<file path="src/rtl/adc_xy_plot_ctrl_if.sv">
// Stream, control and status bundle for adc_xy_plot_ctrl.
// slave = the plot controller, master = the ADC/framebuffer environment around it.
`timescale 1ns/1ps
interface adc_xy_plot_ctrl_if #(
    parameter int unsigned ADC_DATA_BITS = 10,
    parameter int unsigned PIXEL_BITS    = 12,
    parameter int unsigned FB_X_BITS     = 10,
    parameter int unsigned FB_Y_BITS     = 9
);
    logic                     s_tvalid;
    logic                     s_tready;
    logic [ADC_DATA_BITS-1:0] s_x;
    logic [ADC_DATA_BITS-1:0] s_y;
    logic                     s_red;
    logic                     s_grn;
    logic                     s_blu;
    logic                     clear_req;
    logic                     m_pvalid;
    logic                     m_pready;
    logic [FB_X_BITS-1:0]     m_x;
    logic [FB_Y_BITS-1:0]     m_y;
    logic [PIXEL_BITS-1:0]    m_color;
    logic                     m_last;
    logic                     vga_enable;
    logic                     adc_enable;
    logic                     clearing;

    modport master (
        output s_tvalid, s_x, s_y, s_red, s_grn, s_blu, clear_req, m_pready,
        input  s_tready, m_pvalid, m_x, m_y, m_color, m_last, vga_enable, adc_enable, clearing
    );

    modport slave (
        input  s_tvalid, s_x, s_y, s_red, s_grn, s_blu, clear_req, m_pready,
        output s_tready, m_pvalid, m_x, m_y, m_color, m_last, vga_enable, adc_enable, clearing
    );
endinterface

</file>
<file path="src/rtl/adc_xy_plot_ctrl.sv">
// XY-plot controller: clears the framebuffer, then maps ADC (x,y,rgb) samples to pixel writes.
// Define ADC_XY_PLOT_CTRL_DEDUP_EN to drop samples that repeat the last emitted RUN pixel.
`timescale 1ns/1ps
module adc_xy_plot_ctrl #(
    parameter int unsigned ADC_DATA_BITS = 10,
    parameter int unsigned PIXEL_BITS    = 12,
    parameter int unsigned FB_WIDTH      = 640,
    parameter int unsigned FB_HEIGHT     = 480,
    parameter int unsigned SETTLE_CYCLES = 8,
    parameter bit          X_INVERT      = 1'b1,
    parameter bit          Y_INVERT      = 1'b0,
    parameter logic [PIXEL_BITS-1:0] CLEAR_COLOR = '0
) (
    input logic              clk,
    input logic              reset,
    adc_xy_plot_ctrl_if.slave bus
);
    localparam int unsigned COLOR_BITS = PIXEL_BITS / 3;
    localparam int unsigned FB_X_BITS  = $clog2(FB_WIDTH);
    localparam int unsigned FB_Y_BITS  = $clog2(FB_HEIGHT);
    localparam int unsigned XP_BITS    = ADC_DATA_BITS + FB_X_BITS + 1;
    localparam int unsigned YP_BITS    = ADC_DATA_BITS + FB_Y_BITS + 1;
    localparam int unsigned SET_BITS   = (SETTLE_CYCLES > 1) ? $clog2(SETTLE_CYCLES) : 1;

    localparam logic [FB_X_BITS-1:0]     XMax       = FB_X_BITS'(FB_WIDTH - 1);
    localparam logic [FB_Y_BITS-1:0]     YMax       = FB_Y_BITS'(FB_HEIGHT - 1);
    localparam logic [ADC_DATA_BITS-1:0] AdcMax     = '1;
    localparam logic [SET_BITS-1:0]      SettleLast = SET_BITS'(SETTLE_CYCLES - 1);

    typedef enum logic [1:0] {StClear, StSettle, StRun, StDrain} state_e;

    state_e                state_q, state_d;
    logic [FB_X_BITS-1:0]  cx_q, cx_d;
    logic [FB_Y_BITS-1:0]  cy_q, cy_d;
    logic                  clr_done_q, clr_done_d;
    logic [SET_BITS-1:0]   settle_q, settle_d;
    logic                  vga_en_q, vga_en_d;
    logic                  ovalid_q, ovalid_d;
    logic [FB_X_BITS-1:0]  ox_q, ox_d;
    logic [FB_Y_BITS-1:0]  oy_q, oy_d;
    logic [PIXEL_BITS-1:0] ocol_q, ocol_d;
    logic                  olast_q, olast_d;

    logic                     out_free;
    logic                     tready;
    logic                     run_load;
    logic                     dedup_drop;
    logic [ADC_DATA_BITS-1:0] xi, yi;
    logic [FB_X_BITS-1:0]     px;
    logic [FB_Y_BITS-1:0]     py;
    logic [PIXEL_BITS-1:0]    pcol;

    // Products are formed at full width so the scaled result stays below the framebuffer size.
    assign xi   = X_INVERT ? (AdcMax - bus.s_x) : bus.s_x;
    assign yi   = Y_INVERT ? (AdcMax - bus.s_y) : bus.s_y;
    assign px   = FB_X_BITS'((XP_BITS'(xi) * XP_BITS'(FB_WIDTH)) >> ADC_DATA_BITS);
    assign py   = FB_Y_BITS'((YP_BITS'(yi) * YP_BITS'(FB_HEIGHT)) >> ADC_DATA_BITS);
    assign pcol = PIXEL_BITS'({{COLOR_BITS{bus.s_red}}, {COLOR_BITS{bus.s_grn}},
                               {COLOR_BITS{bus.s_blu}}});

    assign out_free = !ovalid_q || bus.m_pready;

`ifdef ADC_XY_PLOT_CTRL_DEDUP_EN
    logic                  hist_valid_q;
    logic [FB_X_BITS-1:0]  hist_x_q;
    logic [FB_Y_BITS-1:0]  hist_y_q;
    logic [PIXEL_BITS-1:0] hist_col_q;

    assign dedup_drop = hist_valid_q && (hist_x_q == px) && (hist_y_q == py) &&
                        (hist_col_q == pcol);

    always_ff @(posedge clk) begin
        if (reset) begin
            hist_valid_q <= 1'b0;
            hist_x_q     <= '0;
            hist_y_q     <= '0;
            hist_col_q   <= '0;
        end else if (state_q == StDrain && state_d == StClear) begin
            hist_valid_q <= 1'b0;
        end else if (run_load) begin
            hist_valid_q <= 1'b1;
            hist_x_q     <= px;
            hist_y_q     <= py;
            hist_col_q   <= pcol;
        end
    end
`else
    assign dedup_drop = 1'b0;
`endif

    always_comb begin
        state_d    = state_q;
        cx_d       = cx_q;
        cy_d       = cy_q;
        clr_done_d = clr_done_q;
        settle_d   = settle_q;
        vga_en_d   = vga_en_q;
        ovalid_d   = ovalid_q && !bus.m_pready;
        ox_d       = ox_q;
        oy_d       = oy_q;
        ocol_d     = ocol_q;
        olast_d    = olast_q;
        tready     = 1'b0;
        run_load   = 1'b0;

        unique case (state_q)
            StClear: begin
                if (ovalid_q && bus.m_pready && olast_q) begin
                    olast_d = 1'b0;
                    if (SETTLE_CYCLES == 0) begin
                        state_d  = StRun;
                        vga_en_d = 1'b1;
                    end else begin
                        state_d  = StSettle;
                        settle_d = '0;
                    end
                end else if (!clr_done_q && out_free) begin
                    // Raster counter runs one pixel ahead of the output register.
                    ovalid_d = 1'b1;
                    ox_d     = cx_q;
                    oy_d     = cy_q;
                    ocol_d   = CLEAR_COLOR;
                    olast_d  = (cx_q == XMax) && (cy_q == YMax);
                    if (cx_q == XMax) begin
                        cx_d = '0;
                        if (cy_q == YMax) begin
                            clr_done_d = 1'b1;
                        end else begin
                            cy_d = cy_q + FB_Y_BITS'(1);
                        end
                    end else begin
                        cx_d = cx_q + FB_X_BITS'(1);
                    end
                end
            end
            StSettle: begin
                if (settle_q == SettleLast) begin
                    state_d  = StRun;
                    vga_en_d = 1'b1;
                end else begin
                    settle_d = settle_q + SET_BITS'(1);
                end
            end
            StRun: begin
                tready = out_free;
                if (bus.s_tvalid && out_free && !dedup_drop) begin
                    run_load = 1'b1;
                    ovalid_d = 1'b1;
                    ox_d     = px;
                    oy_d     = py;
                    ocol_d   = pcol;
                    olast_d  = 1'b0;
                end
                if (bus.clear_req) begin
                    state_d = StDrain;
                end
            end
            StDrain: begin
                if (!ovalid_q) begin
                    state_d    = StClear;
                    cx_d       = '0;
                    cy_d       = '0;
                    clr_done_d = 1'b0;
                end
            end
            default: state_d = StClear;
        endcase
    end

    always_ff @(posedge clk) begin
        if (reset) begin
            state_q    <= StClear;
            cx_q       <= '0;
            cy_q       <= '0;
            clr_done_q <= 1'b0;
            settle_q   <= '0;
            vga_en_q   <= 1'b0;
            ovalid_q   <= 1'b0;
            ox_q       <= '0;
            oy_q       <= '0;
            ocol_q     <= '0;
            olast_q    <= 1'b0;
        end else begin
            state_q    <= state_d;
            cx_q       <= cx_d;
            cy_q       <= cy_d;
            clr_done_q <= clr_done_d;
            settle_q   <= settle_d;
            vga_en_q   <= vga_en_d;
            ovalid_q   <= ovalid_d;
            ox_q       <= ox_d;
            oy_q       <= oy_d;
            ocol_q     <= ocol_d;
            olast_q    <= olast_d;
        end
    end

    assign bus.s_tready   = tready;
    assign bus.m_pvalid   = ovalid_q;
    assign bus.m_x        = ox_q;
    assign bus.m_y        = oy_q;
    assign bus.m_color    = ocol_q;
    assign bus.m_last     = olast_q;
    assign bus.vga_enable = vga_en_q;
    assign bus.adc_enable = (state_q == StRun);
    assign bus.clearing   = (state_q == StClear) || (state_q == StDrain);
endmodule
</file>
<file path="src/flat_wrapper.sv">
// flat-port wrapper written by rule: the top's interface ports become plain ports
module adc_xy_plot_ctrl_flat 
#(
    parameter int unsigned ADC_DATA_BITS = 10,
    parameter int unsigned PIXEL_BITS    = 12,
    parameter int unsigned FB_WIDTH      = 640,
    parameter int unsigned FB_HEIGHT     = 480,
    parameter int unsigned SETTLE_CYCLES = 8,
    parameter bit          X_INVERT      = 1'b1,
    parameter bit          Y_INVERT      = 1'b0,
    parameter logic [PIXEL_BITS-1:0] CLEAR_COLOR = '0
)
  (clk, reset, bus_s_tvalid, bus_s_x, bus_s_y, bus_s_red, bus_s_grn, bus_s_blu, bus_clear_req, bus_m_pready, bus_s_tready, bus_m_pvalid, bus_m_x, bus_m_y, bus_m_color, bus_m_last, bus_vga_enable, bus_adc_enable, bus_clearing);
  adc_xy_plot_ctrl_if #(.ADC_DATA_BITS(ADC_DATA_BITS), .PIXEL_BITS(PIXEL_BITS)) bus_i ();
  input logic clk;
  input logic reset;
  input wire logic [$bits(bus_i.s_tvalid)-1:0] bus_s_tvalid;
  input wire logic [$bits(bus_i.s_x)-1:0] bus_s_x;
  input wire logic [$bits(bus_i.s_y)-1:0] bus_s_y;
  input wire logic [$bits(bus_i.s_red)-1:0] bus_s_red;
  input wire logic [$bits(bus_i.s_grn)-1:0] bus_s_grn;
  input wire logic [$bits(bus_i.s_blu)-1:0] bus_s_blu;
  input wire logic [$bits(bus_i.clear_req)-1:0] bus_clear_req;
  input wire logic [$bits(bus_i.m_pready)-1:0] bus_m_pready;
  output wire logic [$bits(bus_i.s_tready)-1:0] bus_s_tready;
  output wire logic [$bits(bus_i.m_pvalid)-1:0] bus_m_pvalid;
  output wire logic [$bits(bus_i.m_x)-1:0] bus_m_x;
  output wire logic [$bits(bus_i.m_y)-1:0] bus_m_y;
  output wire logic [$bits(bus_i.m_color)-1:0] bus_m_color;
  output wire logic [$bits(bus_i.m_last)-1:0] bus_m_last;
  output wire logic [$bits(bus_i.vga_enable)-1:0] bus_vga_enable;
  output wire logic [$bits(bus_i.adc_enable)-1:0] bus_adc_enable;
  output wire logic [$bits(bus_i.clearing)-1:0] bus_clearing;
  assign bus_i.s_tvalid = bus_s_tvalid;
  assign bus_i.s_x = bus_s_x;
  assign bus_i.s_y = bus_s_y;
  assign bus_i.s_red = bus_s_red;
  assign bus_i.s_grn = bus_s_grn;
  assign bus_i.s_blu = bus_s_blu;
  assign bus_i.clear_req = bus_clear_req;
  assign bus_i.m_pready = bus_m_pready;
  assign bus_s_tready = bus_i.s_tready;
  assign bus_m_pvalid = bus_i.m_pvalid;
  assign bus_m_x = bus_i.m_x;
  assign bus_m_y = bus_i.m_y;
  assign bus_m_color = bus_i.m_color;
  assign bus_m_last = bus_i.m_last;
  assign bus_vga_enable = bus_i.vga_enable;
  assign bus_adc_enable = bus_i.adc_enable;
  assign bus_clearing = bus_i.clearing;
  adc_xy_plot_ctrl #(.ADC_DATA_BITS(ADC_DATA_BITS), .PIXEL_BITS(PIXEL_BITS), .FB_WIDTH(FB_WIDTH), .FB_HEIGHT(FB_HEIGHT), .SETTLE_CYCLES(SETTLE_CYCLES), .X_INVERT(X_INVERT), .Y_INVERT(Y_INVERT), .CLEAR_COLOR(CLEAR_COLOR)) u_core (.clk(clk), .reset(reset), .bus(bus_i));
endmodule
</file>
<file path="config.mk">
export PLATFORM = sky130hd
export DESIGN_NAME = adc_xy_plot_ctrl_flat
export DESIGN_NICKNAME = d
export VERILOG_FILES = /design/src/rtl/adc_xy_plot_ctrl_if.sv /design/src/rtl/adc_xy_plot_ctrl.sv /design/src/flat_wrapper.sv
export SDC_FILE = /design/constraint.sdc
export NUM_CORES = 1
export LEC_CHECK = 0
export ABC_CLOCK_PERIOD_IN_PS = 4000
export CORE_ASPECT_RATIO = 0.7
export CORE_MARGIN = 1
export CORE_UTILIZATION = 45
export CTS_CLUSTER_DIAMETER = 50
export DETAILED_ROUTE_END_ITERATION = 8
export GPL_TIMING_DRIVEN = 0
export PLACE_DENSITY = 0.69
export SETUP_SLACK_MARGIN = 0.2
export SYNTH_ARGS = -nofsm -noshare
export SYNTH_HDL_FRONTEND = slang
export SYNTH_SLANG_ARGS = --single-unit
</file>
<file path="constraint.sdc">
create_clock -name clk -period 4 [get_ports clk]
set_input_delay 0.8 -clock clk [delete_from_list [all_inputs] [get_ports clk]]
set_output_delay 0.8 -clock clk [all_outputs]
set_load 0.02 [all_outputs]
</file>
After elaboration in Yosys (flattened, before gate mapping)
Index checks and enable logic that the tools add are counted.
{"block": "word_totals", "reg_bits": 59, "elab_cells": 104, "output_inout_bits": 37}
{"block": "op_classes", "n_mux": 46, "n_eq_ne": 18, "addsub": 4, "n_reduce_logical": 23, "n_mul": 2}
{"op": "$mux W9", "n": 8}
{"op": "$mux W10", "n": 7}
{"op": "$pmux W10 S2", "n": 2}
{"op": "$mux W12", "n": 3}
{"op": "$pmux W9 S2", "n": 2}
{"op": "$pmux W12 S2", "n": 1}
{"op": "$mul A10 B4 Y14 const B", "n": 1}
{"op": "$mul A10 B3 Y13 const B", "n": 1}
{"op": "$mux W1", "n": 12}
{"op": "$ne A2 B1 Y1 const B", "n": 6}
{"op": "$reduce_and A4 Y1", "n": 3}
{"op": "$reduce_and A6 Y1", "n": 2}
{"op": "$add A10 B1 Y10 const B", "n": 1}
{"op": "$eq A10 B10 Y1 const B", "n": 1}
{"op": "$ne A2 B2 Y1 const B", "n": 5}
{"op": "$sub A10 B10 Y10 const A", "n": 1}
{"op": "$add A9 B1 Y9 const B", "n": 1}
{"op": "$eq A9 B9 Y1 const B", "n": 1}
{"op": "$mux W2", "n": 4}
{"op": "$pmux W2 S4", "n": 1}
{"op": "$logic_and A1 B1 Y1", "n": 6}
{"op": "$mux W3", "n": 2}
{"op": "$pmux W1 S2", "n": 3}
{"op": "$pmux W3 S2", "n": 1}
{"op": "other kinds (11)", "n": 18}

Logic depth before layout (Yosys ltp)
{"block": "logic_depth", "depth_word": 6, "ltp_mapped": 11}

Worst setup path after synthesis
OpenSTA, ideal clock, no wires.
{"block": "synth_timing", "path_kind": "input -> register", "from": "input port bus_s_y[7]", "to": "register u_core.oy_q[8] (netlist: u_core.bus.m_y[8])", "setup_slack_ns": 0.383, "path_buffers": 0, "required_ns": 3.873, "arrival_time_ns": 3.490, "cell_stages": 11, "setup_ns": 0.127, "path_cell_list": "inv_1 > fa_1 > fa_1 > inv_1 > ha_1 > a21o_1 > a21o_1 > a21oi_1 > o221a_2 > nor4_1 > or3_1"}
{"block": "synth_between", "elab_chain_len": 3}
{"element": "start: declaration", "line": "flat_wrapper.sv:19", "rtl": "input wire logic [$bits(bus_i.s_y)-1:0] bus_s_y;"}
{"element": "$mul A10 B4 Y14", "line": "adc_xy_plot_ctrl.sv:57", "rtl": "assign py = FB_Y_BITS'((YP_BITS'(yi) * YP_BITS'(FB_HEIGHT)) >> ADC_DATA_BITS);"}
{"element": "$mux W9", "line": "adc_xy_plot_ctrl.sv:146", "rtl": "if (bus.s_tvalid && out_free && !dedup_drop) begin"}
{"element": "$pmux W9 S2", "line": "adc_xy_plot_ctrl.sv:106", "rtl": "unique case (state_q)"}
{"element": "end signal: assignment", "line": "adc_xy_plot_ctrl.sv:192", "rtl": "oy_q <= oy_d;"}
{"element": "end: declaration", "line": "adc_xy_plot_ctrl.sv:40", "rtl": "logic [FB_Y_BITS-1:0] oy_q, oy_d;"}
Every way passes these cells. The select of a mux whose other input is x is not followed.
A chain may end at the register's enable or synchronous reset.

Worst setup path after layout
{"block": "layout_timing", "from": "input port bus_s_y[5]", "to": "register u_core.oy_q[5] (netlist: u_core.bus.m_y[5])"}
Same word-level chain as after synthesis.

==> results.json <==
{
  "antenna_found_initial": 0,
  "cts_tree": "built",
  "port_buffers": 64,
  "clock_sinks": 50,
  "hold_class": "reg -> reg",
  "crit_path_max_fanout": 4,
  "period_minus_slack_ns": 3.69,
  "drive_gt1_share_pct": 9.32,
  "dpl.cell_count": 656,
  "drt_iter0_markers": 258,
  "final_util_pct": 58.6,
  "synth.avg_cell_area_um2": 8.30,
  "core-area_um2": 8440,
  "drt_wl_total_mm": 9.97,
  "r2r_slack_ns": 1.73,
  "rows": 28,
  "wire_per_inst_um": 15.0,
  "final_common_cell": "clkdlybuf4s50_1",
  "status": "finished clean",
  "power_uw": 1440,
  "yosys_most_used_dff": "dfxtp_1",
  "root_buffer": "clkbuf_16",
  "grt_max_degree": 15,
  "clock_latency_ns": 0.29,
  "synth-edff-count": 0,
  "overflow": 0,
  "vias": 3579,
  "syn_nets": 557,
  "htree_levels": 2,
  "cp-start-kind": "input port",
  "synth_area_um2": 3920,
  "peakVddDrop_mv": 0.166,
  "hold_start": "u_core.settle_q[2]",
  "async_reset_ff_share_pct": 0,
  "yosys_register_bits": 50,
  "r2r-end": "u_core.bus.m_x[8]",
  "hold_viol_final": 0,
  "antennaDiodeCount": 0,
  "setup_viol": 0,
  "drc": 0,
  "fmax_mhz": 271,
  "via_per_inst": 5.37,
  "max_slew_margin_pct": 54.8,
  "initial_utilization_pct": 46.4,
  "grt_pass1_vias": 3332,
  "maxCapViolations": 0,
  "whs_endpoint": "u_core.settle_q[2]",
  "crit_type": "in -> reg",
  "area_growth_pct": 26.3,
  "critPathCaptureType": "register",
  "seq_area_frac_synth_pct": 25.6,
  "gp_congestion": 0.876,
  "nNetsFinal": 632,
  "finClkSkew_ns": 0.00904,
  "worst_ep_arrival_time_ns": 3.89,
  "yosys_warnings": 0,
  "fin_cells": 667,
  "yosysUniqueCellTypes": 63,
  "p_leak_uw": 0.00198,
  "cts_hold_buf": 0,
  "clk_pin_slew_worst_paths_ns": 0.07,
  "final_cell_mix": "clkdlybuf4s50_1, dfxtp_1, inv_1, nor2_1, a21oi_1",
  "period_share_pct": 92.2,
  "grt_pass1_wl_mm": 16.1,
  "die_w_um": 114,
  "worstReg2RegStart": "u_core.state_q[0]",
  "firstDrtPassIters": 4,
  "io_pins": 65,
  "dieHeight_um": 80.1,
  "dieArea_um2": 9090,
  "dp_hpwl_mm": 7.75,
  "synth_top_cell_by_area": "dfxtp_1",
  "cts_buffers": 5,
  "p_per_area_nw_per_um2": 290,
  "min_path_cells": 2,
  "netlist_instances": 472,
  "cts_buffer_depth": 2,
  "maxSlewViolCount": 0,
  "synth_top_area_share_pct": 25.6,
  "rsz0062_at_grt": "yes",
  "r2r_cells": 8,
  "track_usage_pct": 22.3,
  "worstMarginPinSlew_ns": 0.678,
  "worstPathRequired_ns": 4.21,
  "ant_nets": 0,
  "synth.area.top_cells": "dfxtp_1, ha_1, fa_1"
}
## stage by stage
stage | TNS [ns] | worst slack [ns] | hold slack [ns] | instance area, µm²
after floorplan | 0 | 0.383 | 0.436 | 3920
after global placement | -0.887 | -0.297 | 0.445 | 4710
after detailed placement | -1.10 | -0.327 | 0.455 | 4710
after CTS | 0 | 0.206 | 0.466 | 4880
after global routing | 0 | 0.197 | 0.493 | 4950
final | 0 | 0.313 | 0.464 | 4950
## synthesized netlist by cell type, types with 3 or more instances
cell and number:
o21ai_0 19, fa_1 17, dfxtp_1 50, nor2_1 39, clkbuf_1 12, a211oi_1 6
nand4_1 4, nor3b_1 3, nand3b_1 6, a31oi_1 9, buf_4 9, mux2i_1 10
and3_1 5, nand3_1 18, inv_1 46, nor3_1 13, nand2_1 34, a221oi_1 3
nor2b_1 6, nand2b_1 7, a21o_1 6, xor2_1 5, o211ai_1 3, ha_1 40
xnor2_1 9, a311oi_1 4, buf_1 3, a21oi_1 41
## registers in the layout, summed over array words and instances, names as in the netlist
signal,flops
u_core.bus.m_color,3
u_core.bus.m_last,1
u_core.bus.m_pvalid,1
u_core.bus.m_x,10
u_core.bus.m_y,9
u_core.bus.vga_enable,1
u_core.clr_done_q,1
u_core.cx_q,10
u_core.cy_q,9
u_core.settle_q,3
u_core.state_q,2
## how the worst max path moves through the flow
stage	start	end	slack, ns
floorplan	bus_s_y[7]	u_core.bus.m_y[8]	0.38
global placement	bus_s_y[3]	u_core.bus.m_y[5]	-0.30
detailed placement	bus_s_y[3]	u_core.bus.m_y[5]	-0.33
CTS	bus_s_y[6]	u_core.bus.m_y[5]	0.21
global route	bus_s_y[0]	u_core.bus.m_y[5]	0.20
finish	bus_s_y[5]	u_core.bus.m_y[5]	0.31
## final cells by class
cell class / instances / area (µm²)
buffer: 26 / 134
clock buffer: 6 / 129
clock inverter: 1 / 7.51
fill: 754 / 3500
inverter: 47 / 179
multi-input combinational: 349 / 2680
sequential: 50 / 1000
tap: 120 / 150
timing repair buffer: 68 / 664
## report_power, final
group / internal [µW] / leakage (µW) / switching, µW
logic: 247 / 0.00152 / 268
clock network: 229 / 0.0000629 / 174
registers: 509 / 0.000406 / 9.62
total: 984 / 0.00198 / 451
## per-layer routing
| metal | track usage (%) | vias to the layer above | share of wire, % |
|---|---|---|---|
| li1 | - | 1804 | - |
| met1 | 30.2 | 1675 | 48 |
| met2 | 37.5 | 90 | 47 |
| met3 | 3.17 | 10 | 4.6 |
| met4 | 5.53 | 0 | 0.83 |
| met5 | 0 | - | 0 |
## timing repair
item	CTS	global route
setup buffers	2	2
gates resized for setup	16	10
gates cloned	0	0
hold endpoints to repair	0	0
setup endpoints to repair	5	4
pin swaps	3	12
## critical path, stage by stage
cell and delay (ns):
clkdlybuf4s50_1 0.47, inv_2 0.07, fa_1 0.47, fa_1 0.49, inv_1 0.06, ha_4 0.28, nand3_2 0.09, o211ai_2 0.25
a311oi_2 0.17, o21ba_2 0.24, mux2_1 0.33, a31oi_1 0.17
## kinds of logic after synthesis
family | count (synthesis) | synth area share [%]
and+or+nand+nor | 151 | 19.7
AOI/OAI and AO/OA | 116 | 19.4
buffers and inverters | 73 | 7.92
adders and majority gates | 57 | 21.5
DFF | 50 | 25.6
xor gates and xnor gates | 14 | 3.13
muxes | 11 | 2.84
Note: power is estimated with default switching activity, not from simulation.
